$ cat src/rtl/apb_pkg.sv
// Shared APB definitions: bus widths and the requester state encoding.
package apb_pkg;
    localparam int APB_AW = 32;
    localparam int APB_DW = 32;

    typedef enum logic [1:0] {
        IDLE   = 2'd0,
        SETUP  = 2'd1,
        ACCESS = 2'd2,
        RESP   = 2'd3
    } apb_state_e;
endpackage

$ cat src/rtl/apb_master.sv
// Single-outstanding APB requester: one valid/ready command becomes one
// SETUP/ACCESS transfer and one response, with a bounded ACCESS wait.
module apb_master
    import apb_pkg::*;
#(
    parameter int TIMEOUT = 16
) (
    input  logic              clk,
    input  logic              rst,
    input  logic              cmd_valid,
    output logic              cmd_ready,
    input  logic              cmd_write,
    input  logic [APB_AW-1:0] cmd_addr,
    input  logic [APB_DW-1:0] cmd_wdata,
    output logic              rsp_valid,
    input  logic              rsp_ready,
    output logic [APB_DW-1:0] rsp_rdata,
    output logic              rsp_err,
    output logic [APB_AW-1:0] paddr,
    output logic              psel,
    output logic              penable,
    output logic              pwrite,
    output logic [APB_DW-1:0] pwdata,
    input  logic [APB_DW-1:0] prdata,
    input  logic              pready,
    input  logic              pslverr
);
    localparam bit         TO_EN   = (TIMEOUT != 0);
    localparam logic [7:0] TO_LAST = TO_EN ? 8'(TIMEOUT - 1) : 8'd0;

    apb_state_e        state_q, state_d;
    logic [7:0]        wait_q, wait_d;
    logic [APB_AW-1:0] paddr_q, paddr_d;
    logic              pwrite_q, pwrite_d;
    logic [APB_DW-1:0] pwdata_q, pwdata_d;
    logic [APB_DW-1:0] rdata_q, rdata_d;
    logic              err_q, err_d;

    always_ff @(posedge clk) begin
        if (!rst) begin
            state_q  <= IDLE;
            wait_q   <= '0;
            paddr_q  <= '0;
            pwrite_q <= 1'b0;
            pwdata_q <= '0;
            rdata_q  <= '0;
            err_q    <= 1'b0;
        end else begin
            state_q  <= state_d;
            wait_q   <= wait_d;
            paddr_q  <= paddr_d;
            pwrite_q <= pwrite_d;
            pwdata_q <= pwdata_d;
            rdata_q  <= rdata_d;
            err_q    <= err_d;
        end
    end

    always_comb begin
        state_d  = state_q;
        wait_d   = wait_q;
        paddr_d  = paddr_q;
        pwrite_d = pwrite_q;
        pwdata_d = pwdata_q;
        rdata_d  = rdata_q;
        err_d    = err_q;
        unique case (state_q)
            IDLE: begin
                if (cmd_valid) begin
                    paddr_d  = {cmd_addr[APB_AW-1:2], 2'b00};
                    pwrite_d = cmd_write;
                    pwdata_d = cmd_wdata;
                    wait_d   = '0;
                    state_d  = SETUP;
                end
            end
            SETUP: begin
                wait_d  = '0;
                state_d = ACCESS;
            end
            ACCESS: begin
                // pready is checked first so a completion on the final wait cycle is not an error
                if (pready) begin
                    rdata_d = pwrite_q ? '0 : prdata;
                    err_d   = pslverr;
                    state_d = RESP;
                end else if (TO_EN && (wait_q == TO_LAST)) begin
                    rdata_d = '0;
                    err_d   = 1'b1;
                    state_d = RESP;
                end else begin
                    wait_d = wait_q + 8'd1;
                end
            end
            RESP: begin
                if (rsp_ready) begin
                    state_d = IDLE;
                end
            end
            default: state_d = IDLE;
        endcase
    end

    assign cmd_ready = (state_q == IDLE);
    assign psel      = (state_q == SETUP) || (state_q == ACCESS);
    assign penable   = (state_q == ACCESS);
    assign rsp_valid = (state_q == RESP);
    assign rsp_rdata = rdata_q;
    assign rsp_err   = err_q;
    assign paddr     = paddr_q;
    assign pwrite    = pwrite_q;
    assign pwdata    = pwdata_q;
endmodule

$ cat config.mk
export PLATFORM = sky130hd
export DESIGN_NAME = apb_master
export DESIGN_NICKNAME = d
export VERILOG_FILES = /design/src/rtl/apb_pkg.sv /design/src/rtl/apb_master.sv
export SDC_FILE = /design/constraint.sdc
export NUM_CORES = 1
export LEC_CHECK = 0
export CAP_MARGIN = 10
export CORE_UTILIZATION = 42
export DETAILED_ROUTE_END_ITERATION = 6
export PLACE_DENSITY = 0.85
export SLEW_MARGIN = 15
export SYNTH_ARGS = -nofsm -noshare
export SYNTH_HDL_FRONTEND = slang
export SYNTH_SLANG_ARGS = --single-unit
$ cat constraint.sdc
create_clock -name clk -period 2.69 [get_ports clk]
set_input_delay 0.538 -clock clk [delete_from_list [all_inputs] [get_ports clk]]
set_output_delay 0.538 -clock clk [all_outputs]
set_load 0.01 [all_outputs]
==> results.py <==
metrics = {
    "run_status": {
        "status": "complete, no violations",
    },
    "clock_tree": {
        "cts.sinks": 106,
        "post_cts_buffers": 0,
        "clk_latency_ns": 0.36,
        "cts.clk_slew.worst_paths_ns": 0.10,
        "root_buffer": "clkbuf_8",
        "clock_path_buffers": 2,
        "ctsHoldBuffers": 0,
        "cts_buffers": 9,
        "cts_tree": "done",
        "htree_levels": 3,
        "ctsResizeCount": 0,
    },
    "cells_and_area": {
        "fin_area_sq_mm": 0.00619,
        "fill_cells": 686,
        "drive_above_1_share": 0.0511,
        "area_growth_syn_to_layout_pct": 57.9,
        "final_core_util": 0.697,
        "antennaDiodeCount": 0,
        "nNetsFinal": 770,
    },
    "floorplan": {
        "start_util": 0.441,
        "die_area_sq_mm": 0.00973,
        "core_sq_mm": 0.00889,
        "ios": 205,
        "die_w_um": 98.7,
        "dieHeight_um": 98.7,
        "fp-row-count": 34,
    },
    "timing": {
        "hold_viol": 0,
        "tightest_slew_ns": 0.751,
        "fin_skew_ns": 0.0112,
        "slew_violations": 0,
        "rsz0062_at_grt": "false",
        "period_share": 0.915,
        "setup_slack_ns": 0.229,
        "min_period_ns": 2.46,
        "setup_viol": 0,
        "max_freq_mhz": 406,
        "tns_ns": 0,
        "slew_headroom": 0.497,
    },
    "power": {
        "p_per_area_mw_per_mm2": 721,
        "p_leak_uw": 0.00225,
        "vdd_drop_max_mv": 0.438,
    },
    "setup_path": {
        "crit_fanout": 14,
        "path_delay_family": "buffers and inverters",
        "crit_slowest_cell": "clkdlybuf4s50_1",
        "path_class": "flop to output port",
        "cp.required_ns": 2.15,
        "cp_num_buf_inv": 2,
        "crit_arrival_ns": 1.92,
        "cp-endpoint": "penable",
        "crit_chain": "inv_1 -> ha_1 -> clkdlybuf4s50_1",
        "r2r_slack_ns": 0.65,
        "r2r-start": "state_q[0]",
        "rr_endpoint": "rsp_rdata[30]",
        "cp-startpoint": "state_q[0]",
        "cp.depth": 3,
        "cp-end-kind": "output port",
        "slowest_delay_ns": 0.63,
        "r2r_cells": 6,
        "worstSetupStartpointType": "flop",
    },
    "drt": {
        "drt_iter0_markers": 113,
        "drc": 0,
        "drt-total-wl_um": 11100,
        "routed_via_density": 5.13,
        "wl_per_cell_um": 14.3,
        "first_pass_iters": 4,
        "dr_total_vias": 3970,
        "ant_nets": 0,
    },
    "synthesis": {
        "netlist.area_leader.share": 0.541,
        "ys.flop_type": "dfxtp_1",
        "synth_seq_cells": 106,
        "synth_edf_count": 0,
        "syn_avg_cell_area_sq_um": 8.24,
        "synth_area_leaders": "dfxtp_1, nand2_1, a21oi_1, o21ai_0, nand3_1",
        "synth_top_cell_by_area": "dfxtp_1",
        "async_flop_share": 0,
        "synth.distinct_cells": 40,
        "synth_most_common_cell": "nand2_1",
        "ys_seq_area_frac": 0.541,
        "yosys_warnings": 0,
        "syn_inst": 476,
        "synthesis.area_sq_mm": 0.00392,
        "synth_common_cells": "nand2_1, dfxtp_1, a21oi_1",
    },
    "placed_design": {
        "postPlaceCellArea_sq_mm": 0.00600,
        "place_congestion": 0.775,
        "port-buffer-count": 200,
        "dpl.hpwl_um": 7990,
        "dp_slack_ns": 0.431,
    },
    "global_routing": {
        "grt_pass1_vias": 3853,
        "grt_pass1_wl_um": 17700,
        "antenna_found_initial": 0,
        "globalRouteOverflowTotal": 0,
        "grt_max_degree": 70,
        "grt_use_total": 0.226,
    },
    "flow_run": {
        "maxCapViolCount": 0,
    },
    "hold_path": {
        "min-delay-path-class": "flop to flop",
        "holdPathStages": 2,
    },
}
## per-layer routing
| metal | vias to the layer above | part of all wire | routed length [um] | GRT usage |
|---|---|---|---|---|
| met4 | 0 | 0.023 | 252 | 0.0884 |
| met2 | 169 | 0.49 | 5420 | 0.402 |
| met5 | - | 0 | 0 | 0 |
| met1 | 1813 | 0.40 | 4390 | 0.246 |
| met3 | 21 | 0.091 | 1010 | 0.0780 |
| li1 | 1967 | - | - | - |
## kinds of logic after synthesis
kind of cell / Yosys count / synth area share
and+or+nand+nor: 201 / 0.217
adders and majority gates: 6 / 0.0191
buffers and inverters: 41 / 0.0450
other: 1 / 0.000956
DFF: 106 / 0.541
AOI/OAI and AO/OA: 121 / 0.177
## tightest hold or removal path, stage by stage, from the launching register on
cell and delay [ns]:
dfxtp_1 0.32, nand2_1 0.05, a21oi_1 0.05
## placed cells by master (no fill, tap or decap), types with 2 or more instances in the layout
cell type	n
inv_1	4
a22o_1	11
nand4_1	4
buf_4	8
nand4b_1	2
o21a_1	2
nand2_1	152
nand3b_1	2
inv_6	3
a21oi_1	68
conb_1	2
clkdlybuf4s50_1	200
o21ai_0	28
o211ai_1	2
nand3_1	25
nor2b_1	3
clkinv_2	2
ha_1	6
dfxtp_1	106
nor2_1	4
clkbuf_8	9
## state kept, by name (all words and copies together) (netlist names)
| signal | count |
|---|---|
| rsp_rdata | 32 |
| state_q | 2 |
| pwdata | 32 |
| wait_q | 8 |
| pwrite | 1 |
| paddr | 30 |
| rsp_err | 1 |
## through the flow
stage	total power [uW]	hold slack (ns)	instances
6_report	4470	0.458	774
5_1_grt	4720	0.478	774
4_1_cts	4520	0.461	774
3_5_place_dp	3520	0.447	758
3_3_place_gp	3460	0.441	758
2_1_floorplan	2710	0.465	477
## power by group
group          total, uW  internal, uW  switching, uW
sequential          1900          1780            113
clock                992           440            552
combinational       1580           767            811
## area by class of cell
class | instances | area, sq um | area share
Clock inverter | 7 | 75.1 | 0.0121
Inverter | 5 | 18.8 | 0.00303
Clock buffer | 9 | 124 | 0.0200
Tap cell | 108 | 135 | 0.0218
Multi-Input combinational cell | 330 | 1640 | 0.264
Timing Repair Buffer | 209 | 2080 | 0.336
Sequential cell | 106 | 2120 | 0.343
## worst min-delay path by stage
stage,startpoint,end,slack (ns)
floorplan,wait_q[3],wait_q[3],0.46
finish,pwdata[4],pwdata[4],0.46
CTS,pwdata[4],pwdata[4],0.46
global placement,pwdata[8],pwdata[8],0.44
global route,pwdata[27],pwdata[27],0.48
detailed placement,paddr[22],paddr[22],0.45
(Power assumes the default switching activity.)
